[src/rtl/axicb_pkg.sv]
// Shared helpers for the crossbar master buffering stage: parameter checks and
// derived FIFO/counter widths.
package axicb_pkg;

    function automatic bit is_pow2(input int value);
        return (value >= 1) && ((value & (value - 1)) == 0);
    endfunction

    function automatic int fifo_depth(input int num, input int size);
        return num * size;
    endfunction

    function automatic int cnt_width(input int num);
        return $clog2(num + 1);
    endfunction

    // One extra bit above the address acts as the wrap flag.
    function automatic int ptr_width(input int depth);
        return $clog2(depth) + 1;
    endfunction

    function automatic int addr_width(input int depth);
        return (depth > 1) ? $clog2(depth) : 1;
    endfunction

endpackage

[src/rtl/axicb_scfifo.sv]
// Single-clock first-word-fall-through FIFO with registered storage and
// wrap-bit pointers; ready/valid on both sides.
module axicb_scfifo
    import axicb_pkg::*;
#(
    parameter int WIDTH = 8,
    parameter int DEPTH = 4
) (
    input  logic             aclk,
    input  logic             aresetn,
    input  logic             in_valid,
    output logic             in_ready,
    input  logic [WIDTH-1:0] in_data,
    output logic             out_valid,
    input  logic             out_ready,
    output logic [WIDTH-1:0] out_data
);

    localparam int PW = ptr_width(DEPTH);
    localparam int AW = addr_width(DEPTH);

    logic [PW-1:0]    wr_ptr;
    logic [PW-1:0]    rd_ptr;
    logic [PW-1:0]    fill;
    logic [WIDTH-1:0] mem [1<<AW];
    logic             full;
    logic             empty;
    logic             push;
    logic             pop;

    // Occupancy by pointer difference also covers DEPTH=1, where the
    // address bit and the wrap bit coincide.
    assign fill      = wr_ptr - rd_ptr;
    assign full      = (fill == PW'(DEPTH));
    assign empty     = (wr_ptr == rd_ptr);

    assign in_ready  = aresetn & ~full;
    assign out_valid = aresetn & ~empty;
    assign out_data  = mem[rd_ptr[AW-1:0]];

    assign push      = in_valid & in_ready;
    assign pop       = out_valid & out_ready;

    always_ff @(posedge aclk) begin
        if (!aresetn) begin
            wr_ptr <= '0;
            rd_ptr <= '0;
        end else begin
            if (push) begin
                wr_ptr <= wr_ptr + 1'b1;
            end
            if (pop) begin
                rd_ptr <= rd_ptr + 1'b1;
            end
        end
    end

    always_ff @(posedge aclk) begin
        if (push) begin
            mem[wr_ptr[AW-1:0]] <= in_data;
        end
    end

endmodule

[src/rtl/axicb_mst_buff.sv]
// Buffering stage between an external AXI master and the crossbar switch:
// five per-channel FIFOs plus outstanding-request limiting on AW and AR.
module axicb_mst_buff
    import axicb_pkg::*;
#(
    parameter int AWCH_W           = 8,
    parameter int WCH_W            = 8,
    parameter int BCH_W            = 8,
    parameter int ARCH_W           = 8,
    parameter int RCH_W            = 8,
    parameter int MST_OSTDREQ_NUM  = 4,
    parameter int MST_OSTDREQ_SIZE = 1
) (
    input  logic                                  aclk,
    input  logic                                  aresetn,

    input  logic                                  i_awvalid,
    output logic                                  i_awready,
    input  logic [AWCH_W-1:0]                     i_awch,
    input  logic                                  i_wvalid,
    output logic                                  i_wready,
    input  logic                                  i_wlast,
    input  logic [WCH_W-1:0]                      i_wch,
    output logic                                  i_bvalid,
    input  logic                                  i_bready,
    output logic [BCH_W-1:0]                      i_bch,
    input  logic                                  i_arvalid,
    output logic                                  i_arready,
    input  logic [ARCH_W-1:0]                     i_arch,
    output logic                                  i_rvalid,
    input  logic                                  i_rready,
    output logic                                  i_rlast,
    output logic [RCH_W-1:0]                      i_rch,

    output logic                                  o_awvalid,
    input  logic                                  o_awready,
    output logic [AWCH_W-1:0]                     o_awch,
    output logic                                  o_wvalid,
    input  logic                                  o_wready,
    output logic                                  o_wlast,
    output logic [WCH_W-1:0]                      o_wch,
    input  logic                                  o_bvalid,
    output logic                                  o_bready,
    input  logic [BCH_W-1:0]                      o_bch,
    output logic                                  o_arvalid,
    input  logic                                  o_arready,
    output logic [ARCH_W-1:0]                     o_arch,
    input  logic                                  o_rvalid,
    output logic                                  o_rready,
    input  logic                                  o_rlast,
    input  logic [RCH_W-1:0]                      o_rch,

    output logic [cnt_width(MST_OSTDREQ_NUM)-1:0] o_wr_ostd,
    output logic [cnt_width(MST_OSTDREQ_NUM)-1:0] o_rd_ostd
);

    localparam int CW      = cnt_width(MST_OSTDREQ_NUM);
    localparam int REQ_D   = MST_OSTDREQ_NUM;
    localparam int DATA_D  = fifo_depth(MST_OSTDREQ_NUM, MST_OSTDREQ_SIZE);

    if (!is_pow2(MST_OSTDREQ_NUM)) begin : g_bad_num
        $error("MST_OSTDREQ_NUM must be a power of 2 and >= 1");
    end
    if (!is_pow2(MST_OSTDREQ_SIZE)) begin : g_bad_size
        $error("MST_OSTDREQ_SIZE must be a power of 2 and >= 1");
    end

    logic [CW-1:0] wr_ostd;
    logic [CW-1:0] rd_ostd;
    logic          wr_room;
    logic          rd_room;
    logic          aw_fifo_ready;
    logic          ar_fifo_ready;
    logic          wr_inc;
    logic          wr_dec;
    logic          rd_inc;
    logic          rd_dec;

    assign wr_room   = (wr_ostd < CW'(MST_OSTDREQ_NUM));
    assign rd_room   = (rd_ostd < CW'(MST_OSTDREQ_NUM));
    assign i_awready = aw_fifo_ready & wr_room;
    assign i_arready = ar_fifo_ready & rd_room;

    assign wr_inc    = i_awvalid & i_awready;
    assign wr_dec    = i_bvalid & i_bready;
    assign rd_inc    = i_arvalid & i_arready;
    assign rd_dec    = i_rvalid & i_rready & i_rlast;

    assign o_wr_ostd = wr_ostd;
    assign o_rd_ostd = rd_ostd;

    // A request is outstanding from address acceptance until its response
    // (B, or the last R beat) is handed back to the master.
    always_ff @(posedge aclk) begin
        if (!aresetn) begin
            wr_ostd <= '0;
            rd_ostd <= '0;
        end else begin
            case ({wr_inc, wr_dec})
                2'b10:   wr_ostd <= wr_ostd + 1'b1;
                2'b01:   wr_ostd <= wr_ostd - 1'b1;
                default: wr_ostd <= wr_ostd;
            endcase
            case ({rd_inc, rd_dec})
                2'b10:   rd_ostd <= rd_ostd + 1'b1;
                2'b01:   rd_ostd <= rd_ostd - 1'b1;
                default: rd_ostd <= rd_ostd;
            endcase
        end
    end

    axicb_scfifo #(.WIDTH(AWCH_W), .DEPTH(REQ_D)) u_aw_fifo (
        .aclk      (aclk),
        .aresetn   (aresetn),
        .in_valid  (i_awvalid & wr_room),
        .in_ready  (aw_fifo_ready),
        .in_data   (i_awch),
        .out_valid (o_awvalid),
        .out_ready (o_awready),
        .out_data  (o_awch)
    );

    axicb_scfifo #(.WIDTH(WCH_W + 1), .DEPTH(DATA_D)) u_w_fifo (
        .aclk      (aclk),
        .aresetn   (aresetn),
        .in_valid  (i_wvalid),
        .in_ready  (i_wready),
        .in_data   ({i_wlast, i_wch}),
        .out_valid (o_wvalid),
        .out_ready (o_wready),
        .out_data  ({o_wlast, o_wch})
    );

    axicb_scfifo #(.WIDTH(BCH_W), .DEPTH(REQ_D)) u_b_fifo (
        .aclk      (aclk),
        .aresetn   (aresetn),
        .in_valid  (o_bvalid),
        .in_ready  (o_bready),
        .in_data   (o_bch),
        .out_valid (i_bvalid),
        .out_ready (i_bready),
        .out_data  (i_bch)
    );

    axicb_scfifo #(.WIDTH(ARCH_W), .DEPTH(REQ_D)) u_ar_fifo (
        .aclk      (aclk),
        .aresetn   (aresetn),
        .in_valid  (i_arvalid & rd_room),
        .in_ready  (ar_fifo_ready),
        .in_data   (i_arch),
        .out_valid (o_arvalid),
        .out_ready (o_arready),
        .out_data  (o_arch)
    );

    axicb_scfifo #(.WIDTH(RCH_W + 1), .DEPTH(DATA_D)) u_r_fifo (
        .aclk      (aclk),
        .aresetn   (aresetn),
        .in_valid  (o_rvalid),
        .in_ready  (o_rready),
        .in_data   ({o_rlast, o_rch}),
        .out_valid (i_rvalid),
        .out_ready (i_rready),
        .out_data  ({i_rlast, i_rch})
    );

endmodule

[config.mk]
export PLATFORM = sky130hd
export DESIGN_NAME = axicb_mst_buff
export DESIGN_NICKNAME = d
export VERILOG_FILES = /design/src/rtl/axicb_pkg.sv /design/src/rtl/axicb_scfifo.sv /design/src/rtl/axicb_mst_buff.sv
export SDC_FILE = /design/constraint.sdc
export NUM_CORES = 1
export LEC_CHECK = 0
export CORE_MARGIN = 1.5
export CORE_UTILIZATION = 30
export DETAILED_ROUTE_END_ITERATION = 16
export GPL_TIMING_DRIVEN = 0
export HOLD_SLACK_MARGIN = 0.12
export MAX_ROUTING_LAYER = met4
export PLACE_DENSITY_LB_ADDON = 0.05
export SYNTH_ARGS = -nofsm -noshare
export SYNTH_HDL_FRONTEND = slang
export SYNTH_HIERARCHICAL = 1
export SYNTH_SLANG_ARGS = --single-unit
export TNS_END_PERCENT = 10
[constraint.sdc]
create_clock -name aclk -period 3.88 [get_ports aclk]
set_input_delay 0.776 -clock aclk [delete_from_list [all_inputs] [get_ports aclk]]
set_output_delay 0.776 -clock aclk [all_outputs]
set_load 0.03 [all_outputs]
==> impl_metrics.ini, run 1 <==
[global_routing]
grt_pass1_wl_um = 27800
gr-usage-all-layers = 0.119
grt_max_degree = 37
gr-total-overflow = 0
grt_pass1_vias = 5057
antenna_found_initial = 0

[route]
drt-wirelength-per-cell_um = 16.1
first_iter_violations = 309
firstDrtPassIters = 4
num_vias = 4748
drc = 0
drt-total-wl_um = 17200
postRouteAntennaNets = 0
via_per_inst = 4.45

[floorplanning]
fp-row-count = 62
start_util = 0.307
die_h_um = 175
die_x_um = 175
dieArea_um2 = 30700
io_pins = 112
core_area_um2 = 28900

[timing]
hold_viol = 0
skew_ps = 9.39
setup_ws_ps = 110
setup_viol = 0
worst_hold_slack_ps = 499
post-route-period-util = 0.972
fin_crit_ps = 3770
tightest_slew_ps = 677
fmax_mhz = 265
rsz0062_at_grt = false
slew_headroom = 0.549
maxSlewViolCount = 0

[synthesis]
synthArstFlopShare = 0
ys_ff_latch = 214
ys.flop_type = edfxtp_1
ys_types = 26
ys_seq_area_frac = 0.671
ys_warn_count = 6
syn_inst = 527
syn_area_um2 = 8890
avgSynthCellArea_um2 = 16.9
syn-num-nets = 620
synth-edff-count = 168

[cts]
cts_resized = 1
clkLatencyLatePin_ps = 510
path_clk_slew_ps = 60
cts_buffers = 25
holdBufCountCts = 0
cts_buffer_depth = 3
cts_setup_buffers = 0
cts_max_level = 1
cts_tree = done
clockRootBuffer = clkbuf_16
clock-sinks = 214

[run]
drv_cap = 0

[critical_path]
cp-start-kind = input pin
critPathCaptureType = primary output
crit_arrival_ps = 2990
cp.required_ps = 3100
max_stage_delay_ps = 710
crit_slowest_cell = clkdlybuf4s50_1
crit_path_max_fanout = 36
worstSetupPathType = input pin to primary output
cp_cell_sequence = buf_4 > clkbuf_1 > inv_1 > a31oi_1 > nor2b_1 > clkdlybuf4s50_1

[finish]
layout-drive-gt1-share = 0.149
multi_input_area_um2 = 2720
layout.area.seq_um2 = 5970
n_fill_cell = 2705
antenna_cells = 0
area.growth.synth_to_final_pct = 28.2
fin_nets = 758

[placement]
dp_hpwl_um = 11500
port_buffers = 111
gp_congestion = 0.750
dp_slack_ps = -25.4

[power_and_ir_drop]
p_leak_uw = 0.00404
ir_drop_mv = 0.315
powerDensity_nw_per_um2 = 659

[status]
outcome = completed

[hold_path]
hp-class = flop to flop
## registers in the layout (all words and copies together) (netlist names), 32 cells and up, named ones only
register	count
u_ar_fifo/mem	32
u_aw_fifo/mem	32
u_b_fifo/mem	32
u_r_fifo/mem	36
u_w_fifo/mem	36
## per-layer routing
metal	GRT usage	share of wire	up-vias
li1	-	-	2271
met1	0.156	0.46	2346
met2	0.190	0.47	106
met3	0.0235	0.048	25
met4	0.0328	0.019	0
met5	-	0	-
## path summary, 6_finish.rpt
kind	start	end	slack (ps)	depth (start not counted)
hold / removal	u_w_fifo/wr_ptr[0]	u_w_fifo/wr_ptr[0]	500	2
setup / recovery	aresetn	i_arready	110	6
hold reg to reg	u_w_fifo/wr_ptr[0]	u_w_fifo/wr_ptr[0]	500	2
setup reg to reg	u_ar_fifo/rd_ptr[1]	o_rd_ostd[2]	980	13
## where the power goes
| group | switching [uW] | internal, uW | total [uW] |
|---|---|---|---|
| Sequential | 106 | 2690 | 2800 |
| Combinational | 1190 | 954 | 2150 |
| Clock | 916 | 1650 | 2560 |
| Total | 2220 | 5290 | 7510 |
## per-stage QoR
| stage | cells | utilization | setup TNS [ps] | cell area, um^2 | total power, uW |
|---|---|---|---|---|---|
| detailed placement | 1022 | 0.362 | -25.4 | 10500 | 5040 |
| finish | 1068 | 0.394 | 0 | 11400 | 7510 |
| global route | 1068 | 0.394 | 0 | 11400 | 7900 |
| global placement | 1022 | 0.362 | -7790 | 10500 | 5020 |
| floorplan | 527 | - | 0 | 8890 | 4270 |
| CTS | 1068 | 0.394 | 0 | 11400 | 7660 |
## kinds of logic (layout without fill, tap and decap cells)
logic type      count (synthesis)  in the layout  share of synthesized area
buf+inv                        51            208                     0.0222
mux                            72             72                      0.140
compound gates                 31             31                     0.0321
xor+xnor                       19             19                     0.0230
flops                         214            214                      0.671
simple gates                  101            101                     0.0545
fa+ha+maj                      39             39                     0.0566
## layout make-up
class,instances,share of cell area
Tap cell,384,0.0422
Inverter,36,0.0119
Buffer,15,0.00549
Sequential cell,214,0.524
Timing Repair Buffer,111,0.0973
Clock inverter,20,0.0253
Clock buffer,26,0.0552
Multi-Input combinational cell,262,0.239
## worst max-delay path: cells and delay by family
family	cells	cell delay (ps)
and+or+nand+nor	1	270
buffers and inverters	4	1570
AOI/OAI and AO/OA	1	350
## cells in the mapped netlist, types with 7 or more instances
cell / instances / share of area
xnor2_1: 7 / 0.0069
ha_1: 37 / 0.052
edfxtp_1: 168 / 0.57
xor2_1: 7 / 0.0069
mux2i_1: 30 / 0.034
inv_1: 36 / 0.015
dfxtp_1: 46 / 0.10
a31oi_1: 10 / 0.0070
nand2b_1: 10 / 0.0070
and3_1: 21 / 0.015
nand2_1: 54 / 0.023
mux4_2: 42 / 0.11
## cells in the final DEF (no fill, tap or decap), types with 6 or more instances in the layout
cell type	instances
edfxtp_1	168
clkdlybuf4s50_1	110
nand2_1	54
dfxtp_1	46
mux4_2	42
ha_1	37
inv_1	36
mux2i_1	30
clkbuf_16	25
and3_1	21
nand2b_1	10
a31oi_1	10
xor2_1	7
xnor2_1	7
bufinv_16	7
clkinv_2	7
clkbuf_1	6
Note: power is estimated with default switching activity, not from simulation.
==> inputs of run 2 (changes only) <==
==> constraint.sdc (replaced) <==
create_clock -name aclk -period 3.88 [get_ports aclk]
set_input_delay 0.776 -clock aclk [delete_from_list [all_inputs] [get_ports aclk]]
set_output_delay 0.776 -clock aclk [all_outputs]
set_load 0.05 [all_outputs]
==> run 2 against run 1 <==
  * Global-route usage did not move
  * Design area barely moved
  * Cell count did not move
  * Clock-buffer cell count did not move
  * Die area did not move
  * Combinational power rose by 15%
  * Sequential share of layout area barely moved
  * Sequential power barely moved
  * Highest routed layer unchanged
==> impl_metrics.ini, run 2 (synthesis gave the netlist of run 1 again) <==
[status]
outcome = completed

[timing]
maxSlewViolCount = 0
hold_viol = 0
post-route-period-util = 0.931
fmax_mhz = 277
skew_ps = 9.21
slew_headroom = 0.549
rsz0062_at_grt = false
worst_hold_slack_ps = 499
fin_crit_ps = 3610
tightest_slew_ps = 676
setup_viol = 0

[cts]
cts_buffer_depth = 3
path_clk_slew_ps = 60
clkLatencyLatePin_ps = 510
clock-sinks = 214
cts_tree = done
cts_setup_buffers = 0
cts_buffers = 25
cts_max_level = 1
clockRootBuffer = clkbuf_16

[floorplanning]
die_x_um = 175
die_h_um = 175
fp-row-count = 62
start_util = 0.307
io_pins = 112
dieArea_um2 = 30700
core_area_um2 = 28900

[power_and_ir_drop]
p_leak_uw = 0.00405
powerDensity_nw_per_um2 = 688
p_total_uw = 7840
ir_drop_mv = 0.316

[route]
first_iter_violations = 311
firstDrtPassIters = 4
postRouteAntennaNets = 0
num_vias = 4739
via_per_inst = 4.44
drc = 0
drt-total-wl_um = 17200
drt-wirelength-per-cell_um = 16.1

[global_routing]
grt_max_degree = 37
gr-total-overflow = 0
grt_pass1_vias = 5057
antenna_found_initial = 0
gr-usage-all-layers = 0.119
grt_pass1_wl_um = 27800

[critical_path]
crit_slowest_cell = clkdlybuf4s50_1
crit_path_max_fanout = 36
max_stage_delay_ps = 840
cp_cell_sequence = buf_4 > clkbuf_1 > inv_1 > a31oi_1 > nor2b_1 > clkdlybuf4s50_1
critPathCaptureType = primary output
cp.required_ps = 3100
cp-start-kind = input pin
cp_num_buf_inv = 4
worstSetupPathType = input pin to primary output
cp_top_family = buffers and inverters
crit_arrival_ps = 2840

[finish]
area.growth.synth_to_final_pct = 28.2
layout-drive-gt1-share = 0.149
final_area_um2 = 11400
layout_common_cells = edfxtp_1, clkdlybuf4s50_1, nand2_1
utilization = 0.394
fin_nets = 758
final_common_cell = edfxtp_1
antenna_cells = 0

[placement]
dp_hpwl_um = 11500
port_buffers = 111
gp_congestion = 0.750
placed_area_um2 = 10500

[run]
drv_cap = 0

[hold_path]
hp-class = flop to flop
-- run 2: where the power goes --
part / switching [uW] / internal [uW] / total (uW)
sequential: 107 / 2690 / 2800
clock: 917 / 1650 / 2560
combinational: 1530 / 951 / 2480
-- run 2: repair_timing --
| item | 4_1_cts | 5_1_grt |
|---|---|---|
| resized for setup | 1 | 1 |
| endpoints found under the setup margin | 2 | 1 |
| hold buffers | 0 | 0 |
-- run 2: layout make-up --
type	instances	area, um^2
Clock buffer	26	629
Sequential cell	214	5970
Multi-Input combinational cell	262	2720
Fill cell	2706	17500
Clock inverter	20	288
Tap cell	384	480
Timing Repair Buffer	111	1110
Buffer	15	62.6
Inverter	36	135
-- run 2: final timing paths --
path                        from            endpoint  slack [ps]  cells after the start
max                      aresetn           i_awready         270                      6
min           u_w_fifo/wr_ptr[0]  u_w_fifo/wr_ptr[0]         500                      2
max reg2reg  u_ar_fifo/rd_ptr[1]        o_rd_ostd[2]        1060                     13
min reg2reg   u_w_fifo/wr_ptr[0]  u_w_fifo/wr_ptr[0]         500                      2
-- run 2: per-stage QoR --
step	instances	setup TNS, ps	worst slack [ps]
floorplan	527	0	778
global placement	1022	-9120	-1130
detailed placement	1022	-161	-158
CTS	1068	0	50.7
global route	1068	0	109
finish	1068	0	267
-- run 2: tightest hold or removal path: cells and delay by family (launching register included) --
kind,cells,cell delay [ps]
flip-flops,1,340
AND/OR/NAND/NOR,1,60
multiplexers,1,50
-- run 2: routing by layer --
layer / global-route usage / vias to the layer above / share of wire
li1: - / 2272 / -
met1: 0.156 / 2336 / 0.46
met2: 0.190 / 106 / 0.47
met3: 0.0235 / 25 / 0.047
met4: 0.0328 / 0 / 0.019
met5: - / - / 0
==> patch (config.mk and constraints of run 1) <==
Set the parameter `ARCH_W` to 12 (it was 8).
--- a/src/rtl/axicb_mst_buff.sv
+++ b/src/rtl/axicb_mst_buff.sv
@@ -8,3 +8,3 @@
     parameter int BCH_W            = 8,
-    parameter int ARCH_W           = 8,
+    parameter int ARCH_W           = 12,
     parameter int RCH_W            = 8,
Interface: changed (resized i_arch and o_arch); port bits go from 112 to 120. The function was not compared with the original's and may differ.
==> patch against run 1 <==
  * Setup slack better by 190 ps
  * Total power is 0.86% higher
  * Sequential share of layout area is 1.6 points higher
  * Sequential cell count is 16 higher
  * Synthesized area is 6.4% higher
  * Design area is 4.9% higher
  * Critical path depth stayed put
  * Wire length is 7.4% higher
==> patch: results (changes against run 1) <==
sta:
  final.setup_skew_ps: 8.29  # -1.10 ps
  worst-slew-pin-transition_ps: 745  # +68.8 ps
  worst_hold_slack_ps: 501  # +2.12 ps
route:
  drt_iter0_drc: 192  # -38%
  first_pass_iters: 4  # unchanged
  dr_total_vias: 4998  # +5.3%
  drtAntennaViolNets: 0  # unchanged
  wl_per_cell_microns: 16.6  # +3.2%
setup_path:
  slowest_delay_ps: 730  # +20 ps
  r2r-end: "o_rd_ostd[2]"
  arrival_ps: 2800  # -190 ps
  r2r_setup_slack_ps: 1070  # +90 ps
  slowest_stage: "clkdlybuf4s50_1"
  worstReg2RegStart: "u_ar_fifo/rd_ptr[1]"
min_path:
  hold_path.class: "register to register"
  hold_start: "u_b_fifo/wr_ptr[2]"
  min_to: "u_b_fifo/wr_ptr[2]"
  holdPathStages: 2  # unchanged
clocking:
  cts_max_path_buffers: 3  # unchanged
  root_buffer: "clkbuf_16"
  clk_latency_ps: 530  # +20 ps
  hold_buffers: 0  # unchanged
  cts_setup_buffers: 0  # unchanged
  path_clk_slew_ps: 60  # about the same
  numCtsBuffers: 27  # +8.0%
finish:
  drive_gt1_share_pct: 14.0  # -0.93 points
  n_antenna_cell: 0  # unchanged
  nets: 792  # +4.5%
  largest_register_ffs: 48
  nFillCells: 2848  # +5.3%
  final_cells: 1111  # +4.0%
logic_synthesis:
  synth-edff-count: 184  # +9.5%
  syn_nets: 644  # +3.9%
  synth.area.top_cells: "edfxtp_1 58%, mux4_2 11%, dfxtp_1 9.7%"
  synth_commonest_cells: "184 x edfxtp_1, 54 x nand2_1, 46 x dfxtp_1, 46 x mux4_2, 37 x ha_1"
  synth.avg_cell_area_sq_um: 17.3  # +2.5%
  synth_cell_type_count: 26  # unchanged
  synth-seq-area-share_pct: 68.2  # +1.0 points
  async_flop_share_pct: 0  # unchanged
power_and_ir_drop:
  p_leak_nw: 4.19  # +3.6%
  ir_drop_uv: 285  # -9.7%
placed_design:
  place_ws_ps: 2.16  # +27.6 ps
  numPortBuffers: 119  # +7.2%
  dp_hpwl_microns: 12300  # +7.2%
  gp_congestion: 0.702  # -6.4%
  placed_area_sq_mm: 0.0111  # +6.4%
grt:
  globalRouteMet3Util_pct: 2.36  # +0.015 points
  grt_pass1_wl_microns: 29400  # +5.6%
  grt_usage_pct: 11.9  # about the same
  grtUsageMet2_pct: 20.5  # +1.5 points
  grt_antenna_before_repair: 0  # unchanged
  grt_use_met1_pct: 14.2  # -1.4 points
  grt_max_degree: 37  # unchanged
  grt_pass1_vias: 5440  # +7.6%
outcome:
  status: "completed"
## patch: area by class of cell
| type | count | area [sq um] | share of cell area [%] |
|---|---|---|---|
| well taps | 396 | 495 | 4.15 |
| plain buffers | 15 | 62.6 | 0.524 |
| clock inverters | 18 | 119 | 0.995 |
| flip-flops and latches | 230 | 6450 | 53.9 |
| clock buffers | 31 | 691 | 5.78 |
| inverters | 36 | 135 | 1.13 |
| multi-input cells | 266 | 2810 | 23.5 |
| repair buffers | 119 | 1190 | 9.95 |
## patch: cells by family (layout without fill, tap and decap cells)
kind of cell	Yosys count	count (layout)	share of synthesized area, %
XOR/XNOR	19	19	2.16
adder cells (fa/ha/maj)	39	39	5.32
AND/OR/NAND/NOR	101	101	5.12
AO/OA/AOI/OAI	31	31	3.02
multiplexers	76	76	14.1
flip-flops	230	230	68.2
buffers and inverters	51	219	2.09
## patch: metal layers
layer	wire length [microns]	part of all wire, %	vias to the layer above
li1	-	-	2379
met4	413	2.2	0
met3	789	4.3	35
met5	0	0	-
met1	7960	43	2489
met2	9340	50	95
## patch: how the worst max path moves through the flow
stage            start           end  slack [ps]  cells after the start
4_1_cts        aresetn     i_arready         220                      6
2_1_floorplan  aresetn  o_rd_ostd[2]        1050                     11
6_report       aresetn     i_arready         300                      6
3_5_place_dp   aresetn     i_arready           2                      6
5_1_grt        aresetn     i_arready         100                      6
3_3_place_gp   aresetn     i_arready        -950                      6
## patch: power breakdown
part	internal, W	switching (W)
sequential	0.00289	0.000118
combinational	0.00102	0.00126
clock	0.00133	0.000950
## patch: critical path, delay by kind of cell
family                 cells  cell delay [ps]
AND/OR/NAND/NOR            1              290
buffers and inverters      4             1550
AO/OA/AOI/OAI              1              170
